File: src/rtl/countdown_pkg.sv
// Shared types and defaults for the minute countdown timer.
package countdown_pkg;

    localparam int DEFAULT_MAX_MINUTES = 99;
    localparam int DEFAULT_MIN_W       = 7;
    localparam int BCD_W               = 4;

    typedef enum logic [1:0] {
        ST_IDLE    = 2'd0,
        ST_RUN     = 2'd1,
        ST_PAUSE   = 2'd2,
        ST_EXPIRED = 2'd3
    } state_t;

endpackage

File: src/rtl/min_to_bcd.sv
// Combinational minute count to two BCD digits; valid for values 0..99,
// which the controller guarantees by saturating every load.
module min_to_bcd
    import countdown_pkg::*;
#(
    parameter int MIN_W = DEFAULT_MIN_W
) (
    input  logic [MIN_W-1:0] value,
    output logic [BCD_W-1:0] tens,
    output logic [BCD_W-1:0] ones
);

    assign tens = BCD_W'(value / MIN_W'(10));
    assign ones = BCD_W'(value % MIN_W'(10));

endmodule

File: src/rtl/countdown_controller.sv
// Countdown sequencing FSM: owns the remaining-minutes register, decodes
// user commands, gates the minute divider and raises the expiry alarm.
module countdown_controller
    import countdown_pkg::*;
#(
    parameter int MAX_MINUTES = DEFAULT_MAX_MINUTES,
    parameter int MIN_W       = DEFAULT_MIN_W
) (
    input  logic             clk,
    input  logic             reset,
    input  logic             tick,
    input  logic             load,
    input  logic [MIN_W-1:0] load_value,
    input  logic             start,
    input  logic             pause,
    input  logic             clear,
    output logic             div_hold,
    output logic [MIN_W-1:0] remaining,
    output logic [3:0]       tens,
    output logic [3:0]       ones,
    output logic             running,
    output logic             alarm
);

    localparam logic [MIN_W-1:0] MAX_VAL = MIN_W'(MAX_MINUTES);

    state_t           state;
    state_t           state_n;
    logic [MIN_W-1:0] remaining_n;
    logic [MIN_W-1:0] load_sat;
    logic [BCD_W-1:0] tens_n;
    logic [BCD_W-1:0] ones_n;
    logic             tick_ok;

    assign load_sat = (load_value > MAX_VAL) ? MAX_VAL : load_value;

    // A tick seen while the divider is held is a divider artefact.
    assign tick_ok = tick && !div_hold;

    always_comb begin
        // NOTE: defaults first, so every path assigns every signal and no latch is inferred.
        state_n     = state;
        remaining_n = remaining;
        if (clear) begin
            state_n     = ST_IDLE;
            remaining_n = '0;
        end else begin
            case (state)
                ST_IDLE, ST_PAUSE: begin
                    if (load) begin
                        remaining_n = load_sat;
                    end else if (start && remaining != '0) begin
                        state_n = ST_RUN;
                    end
                end
                ST_RUN: begin
                    // Ignored load/start never swallow a tick; a coincident
                    // pause takes effect after the tick, and expiry wins.
                    if (tick_ok) begin
                        if (remaining > MIN_W'(1)) begin
                            remaining_n = remaining - MIN_W'(1);
                        end else begin
                            remaining_n = '0;
                            state_n     = ST_EXPIRED;
                        end
                    end
                    if (pause && state_n == ST_RUN) begin
                        state_n = ST_PAUSE;
                    end
                end
                default: ;
            endcase
        end
    end

    min_to_bcd #(.MIN_W(MIN_W)) u_bcd (
        .value (remaining_n),
        .tens  (tens_n),
        .ones  (ones_n)
    );

    always_ff @(posedge clk or posedge reset) begin
        if (reset) begin
            state     <= ST_IDLE;
            remaining <= '0;
            tens      <= '0;
            ones      <= '0;
            running   <= 1'b0;
            alarm     <= 1'b0;
            div_hold  <= 1'b1;
        end else begin
            // NOTE: non-blocking so every register samples pre-edge values.
            state     <= state_n;
            remaining <= remaining_n;
            tens      <= tens_n;
            ones      <= ones_n;
            running   <= (state_n == ST_RUN);
            alarm     <= (state_n == ST_EXPIRED);
            div_hold  <= (state_n != ST_RUN);
        end
    end

endmodule
File: config.mk
export PLATFORM = sky130hd
export DESIGN_NAME = countdown_controller
export DESIGN_NICKNAME = d
export VERILOG_FILES = /design/src/rtl/countdown_pkg.sv /design/src/rtl/min_to_bcd.sv /design/src/rtl/countdown_controller.sv
export SDC_FILE = /design/constraint.sdc
export NUM_CORES = 1
export LEC_CHECK = 0
export BUFFER_PORTS_ARGS = -buffer_cell sky130_fd_sc_hd__buf_4
export CORE_UTILIZATION = 33
export CTS_BUF_LIST = sky130_fd_sc_hd__clkbuf_16
export CTS_CLUSTER_DIAMETER = 80
export DETAILED_ROUTE_END_ITERATION = 12
export GPL_ROUTABILITY_DRIVEN = 0
export HOLD_SLACK_MARGIN = 0.1
export SKIP_LAST_GASP = 1
export SYNTH_ARGS = -nofsm -noshare
export SYNTH_HDL_FRONTEND = slang
export SYNTH_HIERARCHICAL = 1
export SYNTH_SLANG_ARGS = --single-unit
export TNS_END_PERCENT = 20
File: constraint.sdc
create_clock -name clk -period 7.09 [get_ports clk]
set_input_delay 0.3545 -clock clk [delete_from_list [all_inputs] [get_ports clk]]
set_output_delay 0.3545 -clock clk [all_outputs]
set_load 0.005 [all_outputs]
==> results of run 1 <==
## area by class of cell
class / instances / area, sq um / share of cell area
tap: 50 / 62.6 / 0.0346
clock inverter: 1 / 3.75 / 0.00207
clock buffer: 3 / 75.1 / 0.0415
sequential: 20 / 502 / 0.277
inverter: 9 / 33.8 / 0.0187
timing repair buffer: 34 / 255 / 0.141
multi-input combinational: 116 / 878 / 0.485
## routing by layer
layer,up-vias,GRT usage,part of all wire
met1,634,0.204,0.46
met5,-,0,0
li1,631,-,-
met4,0,0.0781,0.019
met3,7,0.0197,0.050
met2,38,0.260,0.47
## stage by stage
step | hold WS [ns] | cell area, sq um | util | instances
floorplan | 0.318 | 1470 | - | 153
global placement | 0.527 | 1730 | 0.418 | 229
detailed placement | 0.543 | 1730 | 0.418 | 229
CTS | 0.272 | 1810 | 0.437 | 233
global route | 0.320 | 1810 | 0.437 | 233
finish | 0.243 | 1810 | 0.437 | 233
## cell usage after synthesis, drive strengths merged, types with 3 or more instances
library cell   n
a31oi          3
ha             4
mux2i          5
nand3          4
dfrtp         19
inv            9
nor3           8
nor3b          3
nor2           9
buf            6
nand2b         9
nand2          8
or3            3
nor2b          3
a21oi          4
nand4b         3
o21ai          8
a211oi         3
## cells by family (layout without fill, tap and decap cells)
| group | count (synthesis) | after routing | share of synthesized area |
|---|---|---|---|
| DFF | 20 | 20 | 0.342 |
| muxes | 6 | 6 | 0.0418 |
| xor gates and xnor gates | 1 | 1 | 0.00598 |
| AOI/OAI and AO/OA | 39 | 39 | 0.227 |
| buffers and inverters | 17 | 47 | 0.0581 |
| and+or+nand+nor | 66 | 66 | 0.290 |
| adders and majority gates | 4 | 4 | 0.0342 |
## path summary, 6_finish.rpt
kind                                     end  cells past startpoint  slack (ns)      from
worst max-delay path                 ones[1]                     11        3.29  state[0]
worst min-delay path                 ones[2]                      2        0.24     reset
worst max register to register       ones[1]                     11        3.29  state[0]
worst min register to register       ones[0]                      1        0.71  state[0]
max in group asynchronous       remaining[5]                      2        6.37     reset
min in group clk                    state[0]                      2        0.35     clear
## power groups by stage
stage	sequential (mW)	clock [mW]	combinational [mW]
final	0.144	0.115	0.135
after global routing	0.147	0.123	0.148
after CTS	0.144	0.119	0.135
after detailed placement	0.146	0	0.135
after global placement	0.145	0	0.130
after floorplan	0.145	0	0.0859
## state kept, by name, summed over array words and instances (netlist names)
name and flops:
remaining 7, ones 4, tens 4, state 2, alarm 1, div_hold 1
running 1
## critical path, stage by stage, from the launching register on
cell and delay [ns]:
dfrtp_1 0.47, and2b_1 0.40, nand4b_1 0.17, mux2_2 0.29, nor3_1 0.91, nand2b_4 0.15
or3_1 0.42, o211ai_2 0.12, inv_2 0.06, ha_1 0.26, or3_1 0.38, o211ai_2 0.08
==> impl_metrics.tcl, run 1 <==
set metrics [dict create \
    die_x_um 68.6 \
    num-fill-cells 412 \
    final_cell_mix "buf_4 (34), dfrtp_1 (19), nor2_1 (9)" \
    io_buffers 31 \
    numCtsBuffers 3 \
    hp-class "in2async" \
    overflow 0 \
    path_max_fanout 12 \
    h-tree-depth 1 \
    place_ws_ns 3.34 \
    slew_viol_final 0 \
    rsz0062_at_grt "false" \
    dieArea_sq_um 4710 \
    netlist_area_sq_um 1470 \
    p_leak_nw 0.796 \
    grt_pass1_vias 1193 \
    viasPerCell 5.62 \
    combPwrFrac 0.342 \
    cts_sinks 20 \
    clock_latency_ns 0.25 \
    netlist_instances 153 \
    clk_pin_slew_ns 0.05 \
    finalClockSkew_ns 0.000619 \
    num_vias 1310 \
    status "complete, no violations" \
    min_period_ns 3.80 \
    dr.pass1.iters 4 \
    critPathLaunchType "flip-flop" \
    synth.area.top_cells "dfrtp_1 (32%), ha_1 (3.4%), mux2i_1 (3.4%)" \
    floorplan.initialDensity 0.354 \
    synth-seq-cells 20 \
    cts_tree "done" \
    max_slew_margin 0.224 \
    rows 23 \
    drive_above_1_share 0.306 \
    synth_cell_type_count 63 \
    avgSynthCellArea_sq_um 9.58 \
    tns_ns 0 \
    yosysWarnings 6 \
    worstSetupEndpointType "flip-flop" \
    power_switching_mw 0.121 \
    finalPower_mw 0.394 \
    nets 202 \
    grt_max_degree 21 \
    post_cts_buffers 0 \
    wl_per_cell_um 15.2 \
    p_sw_frac 0.308 \
    synthArstFlopShare 1.00 \
    p_seq_frac 0.365 \
    cts_resized 0 \
    ios 32 \
    synth-main-ff-cell "dfrtp_1" \
    drc 0 \
    worstMarginPinSlew_ns 1.16 \
    cap_violations 0 \
    synth_edf_count 0 \
    fmax_mhz 263 \
    core_area_sq_um 4140 \
    grtUsageTotal 0.159 \
    drt_iter0_drc 128 \
    worstPathArrival_ns 3.97 \
    clockPowerShare 0.293 \
    finalCritPeriodShare 0.536 \
    antenna_found_initial 0 \
    diodes 0 \
    setup-violations-final 0 \
    cts_hold_buffers 0 \
    crit_type "reg2reg" \
    required_ns 7.27 \
    die_h_um 68.6 \
    synth_nets 171 \
    synth-seq-area-share 0.342 \
    antenna_left 0 \
    vdd_drop_max_v 0.0000953 \
    p_int_mw 0.273 \
    wirelength_um 3540 \
    layout_commonest_cell "buf_4" \
    cts_root_buf "clkbuf_16" \
    netlist.area_leader.share 0.325 \
    hold_viol_final 0 \
    hpwlAfterDp_um 2650 \
    synth_area_leader_cell "dfrtp_1" \
    setup_ws_ns 3.29 \
    syn_to_final_growth_pct 23.6 \
    p_per_area_nw_per_um2 218 \
    grt_pass1_wl_um 5470 \
    max-clock-path-buffers 2 \
]
Note: power is estimated with default switching activity, not from simulation.
==> inputs of run 2 (changes only) <==
Settings changed: ABC_AREA set to 1.
Clock period 7.09 ns to 3.5 ns, I/O delays scaled along.
==> run 2 against run 1 <==
  * Sequential share of layout area up 0.077 points
  * Sequential power increased by 110%
  * Non-clock buffer count shrank 2
  * Worst hold slack worse by 0.0094 ns
  * Clock skew is 0.0015 ns higher
  * Critical path type unchanged
  * Largest cell class unchanged
  * Largest power group is now combinational cells
==> impl_metrics.tcl, run 2 <==
set metrics [dict create \
    power_switching_mw 0.300 \
    netlist.area_leader.share 0.340 \
    nets 244 \
    crit_type "reg2reg" \
    p_seq_frac 0.318 \
    synth_edf_count 0 \
    die_h_um 67.1 \
    cts_tree "done" \
    slowest_stage "dfrtp_1" \
    cap_violations 0 \
    min_period_ns 3.12 \
    slew_viol_final 0 \
    wl_met3_um 148 \
    synthArstFlopShare 1.00 \
    finalClockSkew_ns 0.00209 \
    p_sw_frac 0.318 \
    viasPerCell 4.81 \
    ios 32 \
    max-clock-path-buffers 2 \
    tns_ns 0 \
    crit_buf_inv 4 \
    hp-class "in2reg" \
    largestRegisters "remaining x7, ones x4, tens x4" \
    io_buffers 31 \
    routed.top_layer "met3" \
    wirelength_um 3110 \
    p_per_area_nw_per_um2 522 \
    cts_sinks 20 \
    overflow 0 \
    rows 23 \
    p_leak_nw 0.956 \
    syn_to_final_growth_pct 29.0 \
    synth_area_leader_cell "dfrtp_1" \
    drc 0 \
    hpwlAfterDp_um 2500 \
    core_area_sq_um 4030 \
    worstMarginPinSlew_ns 0.738 \
    p_int_mw 0.643 \
    synthSimpleGateAreaFrac 0.368 \
    hold_viol_final 0 \
    final_cell_mix "nand2_1 (40), buf_4 (31), inv_1 (29), nor2_1 (19), dfrtp_1 (19)" \
    cts_root_buf "clkbuf_16" \
    synth-main-ff-cell "dfrtp_1" \
    numCtsBuffers 3 \
    drive_above_1_share 0.307 \
    synth.mux.area_fraction 0 \
    path_max_fanout 5 \
    synth_most_common_cell "nand2_1" \
    critPathTopFamily "simple AND/OR/NAND/NOR gates" \
    yosysWarnings 6 \
    fin_util 0.448 \
    antenna_left 0 \
    synth_nets 208 \
    netlist_area_sq_um 1400 \
    diodes 0 \
    synth-seq-area-share 0.358 \
    synth_top_family_by_area "simple AND/OR/NAND/NOR gates" \
    hold_ws_ns 0.234 \
    grtUsageTotal 0.149 \
    synth-compound-area-share 0.124 \
    grt_pass1_vias 1142 \
    finalPower_mw 0.943 \
    dieArea_sq_um 4510 \
    yosys-top-cells-count "nand2_1 (40), inv_1 (29), nor2_1 (20), dfrtp_1 (19)" \
    fmax_mhz 321 \
    dr_wl_met2_um 1580 \
    num_vias 1323 \
    worstSetupEndpointType "flip-flop" \
    vdd_drop_max_v 0.000220 \
    clockPowerShare 0.327 \
    num-fill-cells 417 \
    worstPathArrival_ns 3.31 \
    post_cts_buffers 0 \
    clock_latency_ns 0.25 \
    setup-violations-final 0 \
    max_slew_margin 0.507 \
    rsz0062_at_grt "false" \
    synth_xor_area_frac 0.0125 \
    regMostFlops "remaining" \
    synth_fa_ha_area_frac 0.0357 \
    finalCritPeriodShare 0.891 \
    grt_pass1_wl_um 5020 \
    wl_met1_um 1380 \
    wl_per_cell_um 11.3 \
    synth-seq-cells 20 \
    slowest_delay_ns 0.41 \
    die_x_um 67.1 \
    drt_iter0_drc 42 \
    grt_max_degree 21 \
    synth.area.top_cells "dfrtp_1 (34%), nand2_1 (11%), inv_1 (7.8%)" \
    combPwrFrac 0.355 \
    clk_pin_slew_ns 0.06 \
    layout_commonest_cell "nand2_1" \
    netlist_instances 190 \
    required_ns 3.69 \
    dr.pass1.iters 4 \
    synth_cell_type_count 28 \
    avgSynthCellArea_sq_um 7.37 \
    largest_reg_flops 7 \
    critPathLaunchType "flip-flop" \
    status "complete, no violations" \
    h-tree-depth 1 \
    crit_top_cell "nand2_1" \
    floorplan.initialDensity 0.348 \
    antenna_found_initial 0 \
]
[run 2: changes by cell type after synthesis, sizes merged, moves of 5 or more]
cell,change
nor3,-8
a21oi,+8
nand2,+43
nand2b,-9
inv,+26
nor2,+15
nand3,+14
mux2i,-5
buf,-5
nand4,+5
[run 2: power groups by stage]
stage	logic [mW]	clock network, mW	registers (mW)
after floorplan	0.212	0	0.304
after global placement	0.329	0	0.303
final	0.335	0.308	0.299
after CTS	0.337	0.315	0.300
after detailed placement	0.334	0	0.303
after global routing	0.379	0.324	0.304
[run 2: final cells by class]
cell class | count | area (sq um) | area share
Timing Repair Buffer | 32 | 243 | 0.134
Sequential cell | 20 | 502 | 0.278
Tap cell | 50 | 62.6 | 0.0347
Inverter | 35 | 134 | 0.0742
Clock inverter | 1 | 30.0 | 0.0166
Multi-Input combinational cell | 134 | 759 | 0.421
Clock buffer | 3 | 75.1 | 0.0416
[run 2: cell families after synthesis]
kind of cell / Yosys count
xor+xnor: 2
compound gates: 29
fa+ha+maj: 4
flops: 20
buf+inv: 36
simple gates: 99
[run 2: stage by stage]
stage	area [sq um]	setup WS (ns)	instances
floorplan	1400	0.678	190
global placement	1690	0.329	270
detailed placement	1690	0.285	270
CTS	1800	0.264	275
global route	1810	0.0268	275
finish	1810	0.380	275
[run 2: tightest hold or removal path: cells and delay by family]
kind	cells	cell delay, ns
compound gates	1	0.05
buf+inv	1	0.10
simple gates	2	0.13
[run 2: what timing repair did]
item | 4_1_cts | 5_1_grt
hold endpoints to repair | 19 | 0
hold buffers | 1 | 0
gates resized for setup | 0 | 1
setup endpoints to repair | 0 | 3
[run 2: worst paths after layout]
kind                       cells after the start          from  slack, ns       to
max                                           25  remaining[0]       0.38  ones[1]
min                                            4         clear       0.23    alarm
max reg2reg                                   25  remaining[0]       0.38  ones[1]
min reg2reg                                    3      state[0]       0.69  ones[0]
max in group asynchronous                      3         reset       2.41  tens[2]
min in group asynchronous                      3         reset       0.62    alarm
[run 2: metal layers]
layer	GRT usage	up-vias
li1	-	680
met1	0.196	609
met2	0.250	34
met3	0.0236	0
met4	0.0479	0
met5	0	-
